===== src/rtl/cacheline_burst_adapter_if.sv =====
// Purpose: bundles the cacheline-side and burst-side signals of the burst adapter.
// Latency: none, wiring only.
// Backpressure: burst_resp paces beats; line_resp completes the held line request.
interface cacheline_burst_adapter_if #(
  parameter int size       = 256,
  parameter int beat_width = 64
);
  logic [31:0]           line_address;
  logic                  line_read;
  logic                  line_write;
  logic [size-1:0]       line_wdata;
  logic [size-1:0]       line_rdata;
  logic                  line_resp;
  logic [31:0]           burst_address;
  logic                  burst_read;
  logic                  burst_write;
  logic [beat_width-1:0] burst_wdata;
  logic [beat_width-1:0] burst_rdata;
  logic                  burst_resp;

  // Adapter side: answers line requests, drives the burst port.
  modport slave (
    input  line_address, line_read, line_write, line_wdata,
    output line_rdata, line_resp,
    output burst_address, burst_read, burst_write, burst_wdata,
    input  burst_rdata, burst_resp
  );

  // Environment side: arbiter plus physical memory.
  modport master (
    output line_address, line_read, line_write, line_wdata,
    input  line_rdata, line_resp,
    input  burst_address, burst_read, burst_write, burst_wdata,
    output burst_rdata, burst_resp
  );
endinterface


===== src/rtl/cacheline_burst_adapter.sv =====
// Purpose: turns one cacheline read/write into a burst of narrow beats, one transaction at a time.
// Latency: strobe from the cycle after acceptance; line_resp the cycle after the last beat (min beats+2).
// Backpressure: burst_resp=0 stalls the burst; line strobes are held by the requester until line_resp.
module cacheline_burst_adapter #(
  parameter int s_offset   = 5,
  parameter int size       = (2**s_offset)*8,
  parameter int beat_width = 64,
  parameter int beats      = size/beat_width
) (
  input  logic                    clk,
  input  logic                    rst_n,
  cacheline_burst_adapter_if.slave bus
);

  localparam int CW = (beats > 1) ? $clog2(beats) : 1;
  localparam logic [CW-1:0] LAST_BEAT  = CW'(beats-1);
  localparam logic [31:0]   ALIGN_MASK = ~((32'd1 << s_offset) - 32'd1);

  localparam logic [1:0] IDLE  = 2'd0;
  localparam logic [1:0] READ  = 2'd1;
  localparam logic [1:0] WRITE = 2'd2;
  localparam logic [1:0] DONE  = 2'd3;

  logic [1:0]      state_q, state_d;
  logic [CW-1:0]   cnt_q,   cnt_d;
  logic [31:0]     addr_q,  addr_d;
  logic [size-1:0] wbuf_q,  wbuf_d;
  logic [size-1:0] rbuf_q,  rbuf_d;

  // Next-state: accept in IDLE (write has priority), step one beat per burst_resp.
  always_comb begin
    state_d = state_q;
    cnt_d   = cnt_q;
    addr_d  = addr_q;
    wbuf_d  = wbuf_q;
    rbuf_d  = rbuf_q;
    case (state_q)
      IDLE: begin
        if (bus.line_write) begin
          addr_d  = bus.line_address & ALIGN_MASK;
          wbuf_d  = bus.line_wdata;
          cnt_d   = '0;
          state_d = WRITE;
        end else if (bus.line_read) begin
          addr_d  = bus.line_address & ALIGN_MASK;
          cnt_d   = '0;
          state_d = READ;
        end
      end
      READ: begin
        if (bus.burst_resp) begin
          rbuf_d[cnt_q*beat_width +: beat_width] = bus.burst_rdata;
          // Hold the counter on the last beat so it never wraps inside a burst.
          if (cnt_q == LAST_BEAT) state_d = DONE;
          else                    cnt_d   = cnt_q + 1'b1;
        end
      end
      WRITE: begin
        if (bus.burst_resp) begin
          if (cnt_q == LAST_BEAT) state_d = DONE;
          else                    cnt_d   = cnt_q + 1'b1;
        end
      end
      default: state_d = IDLE;
    endcase
  end

  // State and buffer registers; reset abandons any burst in flight.
  always_ff @(posedge clk or negedge rst_n) begin
    if (!rst_n) begin
      state_q <= IDLE;
      cnt_q   <= '0;
      addr_q  <= '0;
      wbuf_q  <= '0;
      rbuf_q  <= '0;
    end else begin
      state_q <= state_d;
      cnt_q   <= cnt_d;
      addr_q  <= addr_d;
      wbuf_q  <= wbuf_d;
      rbuf_q  <= rbuf_d;
    end
  end

  // Strobes decode straight from the state register so reset drops them without a clock.
  assign bus.burst_read    = (state_q == READ);
  assign bus.burst_write   = (state_q == WRITE);
  assign bus.burst_address = addr_q;
  assign bus.burst_wdata   = (state_q == WRITE) ? wbuf_q[cnt_q*beat_width +: beat_width]
                                                : '0;
  assign bus.line_resp     = (state_q == DONE);
  assign bus.line_rdata    = rbuf_q;

endmodule

===== src/flat_wrapper.sv =====
// flat-port wrapper written by rule: the top's interface ports become plain ports
module cacheline_burst_adapter_flat 
#(
  parameter int s_offset   = 5,
  parameter int size       = (2**s_offset)*8,
  parameter int beat_width = 64,
  parameter int beats      = size/beat_width
)
  (clk, rst_n, bus_line_address, bus_line_read, bus_line_write, bus_line_wdata, bus_line_rdata, bus_line_resp, bus_burst_address, bus_burst_read, bus_burst_write, bus_burst_wdata, bus_burst_rdata, bus_burst_resp);
  cacheline_burst_adapter_if #(.size(size), .beat_width(beat_width)) bus_i ();
  input  logic clk;
  input  logic rst_n;
  input wire logic [$bits(bus_i.line_address)-1:0] bus_line_address;
  input wire logic [$bits(bus_i.line_read)-1:0] bus_line_read;
  input wire logic [$bits(bus_i.line_write)-1:0] bus_line_write;
  input wire logic [$bits(bus_i.line_wdata)-1:0] bus_line_wdata;
  output wire logic [$bits(bus_i.line_rdata)-1:0] bus_line_rdata;
  output wire logic [$bits(bus_i.line_resp)-1:0] bus_line_resp;
  output wire logic [$bits(bus_i.burst_address)-1:0] bus_burst_address;
  output wire logic [$bits(bus_i.burst_read)-1:0] bus_burst_read;
  output wire logic [$bits(bus_i.burst_write)-1:0] bus_burst_write;
  output wire logic [$bits(bus_i.burst_wdata)-1:0] bus_burst_wdata;
  input wire logic [$bits(bus_i.burst_rdata)-1:0] bus_burst_rdata;
  input wire logic [$bits(bus_i.burst_resp)-1:0] bus_burst_resp;
  assign bus_i.line_address = bus_line_address;
  assign bus_i.line_read = bus_line_read;
  assign bus_i.line_write = bus_line_write;
  assign bus_i.line_wdata = bus_line_wdata;
  assign bus_line_rdata = bus_i.line_rdata;
  assign bus_line_resp = bus_i.line_resp;
  assign bus_burst_address = bus_i.burst_address;
  assign bus_burst_read = bus_i.burst_read;
  assign bus_burst_write = bus_i.burst_write;
  assign bus_burst_wdata = bus_i.burst_wdata;
  assign bus_i.burst_rdata = bus_burst_rdata;
  assign bus_i.burst_resp = bus_burst_resp;
  cacheline_burst_adapter #(.s_offset(s_offset), .size(size), .beat_width(beat_width), .beats(beats)) u_core (.clk(clk), .rst_n(rst_n), .bus(bus_i));
endmodule

===== config.mk =====
export PLATFORM = sky130hd
export DESIGN_NAME = cacheline_burst_adapter_flat
export DESIGN_NICKNAME = d
export VERILOG_FILES = /design/src/rtl/cacheline_burst_adapter_if.sv /design/src/rtl/cacheline_burst_adapter.sv /design/src/flat_wrapper.sv
export SDC_FILE = /design/constraint.sdc
export NUM_CORES = 1
export LEC_CHECK = 0
export BUFFER_PORTS_ARGS = -buffer_cell sky130_fd_sc_hd__clkbuf_2
export CORE_AREA = 10 10 269 271
export CTS_CLUSTER_SIZE = 10
export DETAILED_ROUTE_END_ITERATION = 12
export DIE_AREA = 0 0 279 281
export GPL_ROUTABILITY_DRIVEN = 1
export PLACE_DENSITY = 0.6
export SLEW_MARGIN = 0
export SYNTH_ARGS = -nofsm -noshare
export SYNTH_HDL_FRONTEND = slang
export SYNTH_SLANG_ARGS = --single-unit

===== constraint.sdc =====
create_clock -name clk -period 2.78 [get_ports clk]
set_clock_uncertainty 0.05 [all_clocks]
set_input_delay 0.139 -clock clk [delete_from_list [all_inputs] [get_ports clk]]
set_output_delay 0.139 -clock clk [all_outputs]
set_load 0.03 [all_outputs]

== Word-level counts from Yosys, hierarchy flattened ==
Cells that the tools add are included.

* Memories kept: 0
* Input port bits: 357
* Logic and storage cells: 41
* RAM bits: 0
* ROM bits: 0
* Register bits after elaboration: 548
* Output and inout port bits: 355
* Bits in latches: 0

* Multiplexer cells: 14
* $add $sub $neg: 2
* $mul: 0
* Bitwise operators: 0
* Order comparisons: 0
* Reductions and logical operators: 9
* Shift operators: 3
* Divide/modulo/power cells: 0
* Equal/unequal tests: 8

{| class="wikitable"
|+ Operators by type and width
! kind !! number
|-
| $bwmux W256 || 1
|-
| $shift A64 B34 Y256 const A || 1
|-
| $shiftx A256 B9 Y64 || 1
|-
| $shiftx A64 B34 Y256 || 1
|-
| $mux W32 || 2
|-
| $mux W64 || 1
|-
| $neg A8 Y34 || 1
|-
| $mux W2 || 8
|-
| $pmux W2 S2 || 2
|-
| $eq A2 B2 Y1 const B || 3
|-
| $reduce_and A2 Y1 || 3
|-
| $ne A2 B1 Y1 const B || 2
|-
| $reduce_and A4 Y1 || 1
|-
| $reduce_bool A2 Y1 || 2
|-
| $ne A3 B3 Y1 const B || 1
|-
| $reduce_and A3 Y1 || 1
|-
| $add A2 B1 Y2 const B || 1
|-
| $eq A2 B1 Y1 const B || 1
|-
| $logic_not A2 Y1 || 1
|-
| $ne A2 B2 Y1 const B || 1
|-
| $reduce_or A2 Y1 || 1
|}

== Logic depth before layout (Yosys ltp) ==
* Depth after elaboration: 4
* Depth in mapped cells: 9
* Depth with buffers taken out: 5

== Worst setup path before layout ==
No wires, ideal clock.

* Path kind: register to register
* Start: register u_core.cnt_q[1]
* End: register u_core.rbuf_q[104] (netlist: u_core.bus.line_rdata[104])
* Arrival time: 2254 ps
* Slack: 410 ps
* Buffers on the path: 3
* Clock period less this slack: 2370 ps
* Cell stages (with the launch flop): 9
* Required time: 2664 ps
* Setup time: 66 ps
* Cell sequence: dfrtp_1 > buf_2 > buf_1 > inv_1 > ha_1 > inv_1 > nor4_2 > buf_2 > a22o_1

* Cells in the longest elaborated chain, start to end: 3
* Elaborated cells on any way between the ends: 4
* Classes of those cells: add/sub (1); shift (2); mux (1)

{| class="wikitable"
|+ Ends and longest elaborated chain
! element !! RTL line !! RTL
|-
| start, declared || cacheline_burst_adapter.sv:25 || <nowiki>logic [CW-1:0] cnt_q, cnt_d;</nowiki>
|-
| start signal, assigned || cacheline_burst_adapter.sv:78 || <nowiki>cnt_q <= cnt_d;</nowiki>
|-
| $neg A8 Y34 (*) || cacheline_burst_adapter.sv:52 || <nowiki>rbuf_d[cnt_q*beat_width +: beat_width] = bus.burst_rdata;</nowiki>
|-
| $shiftx A64 B34 Y256 / $shift A64 B34 Y256 (equally long branches) || cacheline_burst_adapter.sv:52 ||
|-
| $bwmux W256 (*) || cacheline_burst_adapter.sv:52 ||
|-
| end signal, assigned || cacheline_burst_adapter.sv:81 || <nowiki>rbuf_q <= rbuf_d;</nowiki>
|-
| end, declared || cacheline_burst_adapter.sv:28 || <nowiki>logic [size-1:0] rbuf_q, rbuf_d;</nowiki>
|}

Every way passes the cells marked *; elsewhere a longest branch is shown, timed or not.
A chain may end at the register's enable or synchronous reset.

== Worst setup path in the final report ==
* Start: register u_core.cnt_q[0]
* End: output port bus_burst_wdata[39]

* Cells in the longest elaborated chain, start to end: 2

{| class="wikitable"
|+ Ends and longest elaborated chain
! element !! RTL line !! RTL
|-
| $shiftx A256 B9 Y64 || cacheline_burst_adapter.sv:89 || <nowiki>assign bus.burst_wdata = (state_q == WRITE) ? wbuf_q[cnt_q*beat_width +: beat_width]</nowiki>
|-
| $mux W64 || cacheline_burst_adapter.sv:89 ||
|-
| end, declared || flat_wrapper.sv:22 || <nowiki>output wire logic [$bits(bus_i.burst_wdata)-1:0] bus_burst_wdata;</nowiki>
|}

Every way passes these cells.

==> metrics.txt <==
drc violations 0; share of cells above drive strength 1 0.445; register area share after synthesis 0.610; xor/xnor share of the synthesized area 0; Crit path largest cell delay approximately 0.52 ns; Critical Path Start Type flop; reg-to-reg setup timing slack 0.33 ns; Simple-Gate Fraction of Synth Area 0.0637; Antenna Nets Post-Route 0; largest family of logic cells by synthesized area multiplexers; setup_tns 0 ns; initial antenna violation count 20; compound-cell area share of the yosys netlist 0.0829; Hold Path Cell Cnt 4; RSZ-0062 raised after global routing false; drt initial violations 1060; CTS Sinks 543; adder-cell share of the synthesized area 0.00730; Inst Count DP 3115; final worst path period share 0.948; FF/Latch Area 13600 µm²; reg2reg start u_core.cnt_q[0]$_DFFE_PN0P_; Synth cell types 28; Tmin final 2.63 ns; Die Y 281 µm; global-route wire length before repair 121000 µm; reg2reg end u_core.bus.line_rdata[25]$_DFFE_PN0P_; Clock Pin Slew Worst Setup and Hold Paths 0.05 ns; r2r worst-path depth 6; H-tree levels 3; CTS max path bufs 3; Slew Viols, Final 0; core footprint 66800 µm²; largest net degree at the start of global routing 129; min-delay worst type input pin to flop; synth warn 0; Post-synth EDFFs 0; endpoints failing setup 0; Non-Filler Instances 3572; Die W about 280 µm; FMAX ~0.38 GHz; mux share of post-synthesis cell area 0.209; relative slew slack 0.350; num ports 712; crit path max fanout 22; vias in the first global route 19500; layout overhead on the synthesized area 46.1%; slowest library cell on the worst path mux4_2; Post-Syn Area 22300 µm²; final hold violations 0; DRT Wirelength 79400 µm; die area approximately 80000 µm²; Mean Syn Cell Area 13.8 µm²; worst path cell trace buf_16, buf_6, mux4_2, and2_1, clkbuf_2; Total GRT Usage 0.197; DR vias between 15000 and 20000; Synth Flop Type dfrtp_1; Pwr Total around 34000 µW; # rows 95; max cap viols 0; clock latency on the worst-skew pair 0.59 ns; GPL Wtd Cong 0.852; FILL cells a little under 6000; WHS Endpoint u_core.cnt_q[1]$_DFFE_PN0P_; TritonCTS clock tree built; post-synthesis cell count 1613; routed len/inst 22.2 µm; CP Class flop to output port; Synth async-reset ratio 1.00; status complete, no violations; Peak VDD IR 843 µV; router iterations before antenna repair 5; area of the multi-input gates roughly 8200 µm²; synthesized flop and latch total 543; GRT overflow 0; post-layout util 0.487; Crit. End Element output port; Worst Path Arrival 2.45 ns; CP required 2.59 ns; CTS buffer count 66; worst-margin pin slew 0.975 ns; Avg Vias per Cell between 4 and 5; Initial Util 0.334; PortBufs 701; nets 3031; DP Area 27100 µm²; CTS root buf clkbuf_16; Post CTS Setup Buffer Count 0; design area 32600 µm²; Hold Crit Start bus_line_write; PD cells 1040 nW/µm²; post-DP HPWL 55500 µm; leakage power 0.0154 µW
[cells in the final DEF (no fill, tap or decap), drive strengths merged]
cell | synthesis | layout
a21oi | 3 | 3
nor4bb | 1 | 1
bufbuf | 0 | 1
and2 | 64 | 64
mux2 | 285 | 285
ha | 13 | 13
nand2 | 230 | 230
dlygate4sd3 | 0 | 349
or4 | 2 | 2
nor3b | 1 | 1
a22o | 142 | 142
nor2 | 2 | 2
inv | 6 | 7
conb | 1 | 5
dfrtp | 543 | 543
o21ai | 117 | 117
buf | 77 | 49
clkinv | 0 | 5
nand3 | 8 | 8
nor4 | 2 | 2
diode | 0 | 19
nand2b | 2 | 2
mux4 | 64 | 64
nor4b | 3 | 3
clkinvlp | 0 | 1
clkbuf | 47 | 781
[per-layer routing]
metal / track usage / part of all wire / vias to the layer above
met1: 0.231 / 0.39 / 8939
met3: 0.0640 / 0.080 / 167
li1: - / - / 7844
met5: 0 / 0.00078 / -
met2: 0.334 / 0.50 / 789
met4: 0.0730 / 0.033 / 10
[report_power, final]
part	internal (µW)	switching (µW)	total, µW
combinational	6210	7490	13700
clock	4430	3200	7630
sequential	10900	1680	12600
total	21500	12400	33900
[sequential cells by signal, indices dropped and copies added (netlist names)]
| name | flops |
|---|---|
| u_core.cnt_q | 2 |
| u_core.bus.line_rdata | 256 |
| u_core.bus.burst_address | 27 |
| u_core.state_q | 2 |
| u_core.wbuf_q | 256 |
[Yosys cell counts (2+ instances only)]
library cell / count / area share
a21oi_1: 3 / 0.00067
ha_1: 13 / 0.0073
buf_4: 11 / 0.0037
buf_6: 2 / 0.0010
and2_1: 64 / 0.018
o21ai_1: 109 / 0.024
mux2_2: 285 / 0.14
nor2_1: 2 / 0.00034
mux4_2: 64 / 0.065
a22o_1: 142 / 0.056
nor4_2: 2 / 0.0011
o21ai_0: 7 / 0.0016
buf_1: 9 / 0.0015
nand2b_1: 2 / 0.00056
clkbuf_1: 47 / 0.0079
inv_1: 5 / 0.00084
nand3_1: 8 / 0.0018
nor4b_2: 2 / 0.0013
buf_2: 55 / 0.012
nand2_1: 230 / 0.039
dfrtp_1: 543 / 0.61
or4_1: 2 / 0.00067
[area by class of cell]
class / count / share of cell area
multi-input cells: 944 / 0.253
well taps: 873 / 0.0336
repair buffers: 1100 / 0.237
clock buffers: 80 / 0.0539
clock inverters: 7 / 0.00277
inverters: 6 / 0.000692
flip-flops and latches: 543 / 0.418
diodes: 19 / 0.00146
[critical path, delay by kind of cell, from the launching register on]
family	cells	cell delay (ns)
buffers and inverters	3	0.66
muxes	1	0.52
DFF	1	0.46
and+or+nand+nor	1	0.22
[metrics by stage]
stage	hold slack (ns)	setup slack (ns)
2_1_floorplan	-0.207	0.410
3_3_place_gp	0.138	0.456
3_5_place_dp	0.144	0.385
4_1_cts	0.00452	0.00266
5_1_grt	0.0509	0.0178
6_report	0.0584	0.145
[how the worst max path moves through the flow]
stage / startpoint / to
finish: u_core.cnt_q[0]$_DFFE_PN0P_ / bus_burst_wdata[39]
global placement: u_core.cnt_q[0]$_DFFE_PN0P_ / u_core.bus.line_rdata[7]$_DFFE_PN0P_
CTS: u_core.cnt_q[0]$_DFFE_PN0P_ / bus_burst_wdata[16]
floorplan: u_core.cnt_q[1]$_DFFE_PN0P_ / u_core.bus.line_rdata[104]$_DFFE_PN0P_
global route: u_core.cnt_q[0]$_DFFE_PN0P_ / bus_burst_wdata[39]
detailed placement: u_core.cnt_q[0]$_DFFE_PN0P_ / u_core.bus.line_rdata[7]$_DFFE_PN0P_
[timing repair]
action,CTS,global route
hold buffers,349,0
gates resized for setup,2,2
endpoints found under the hold margin,611,0
pin swaps,0,0
setup endpoints to repair,33,19
cloned,1,1
[cells by family after synthesis]
logic type      count (synthesis)
buf+inv                       130
flops                         543
mux                           349
fa+ha+maj                      13
other cells                     1
simple gates                  315
compound gates                262
Power figures use the tool's default switching activity.
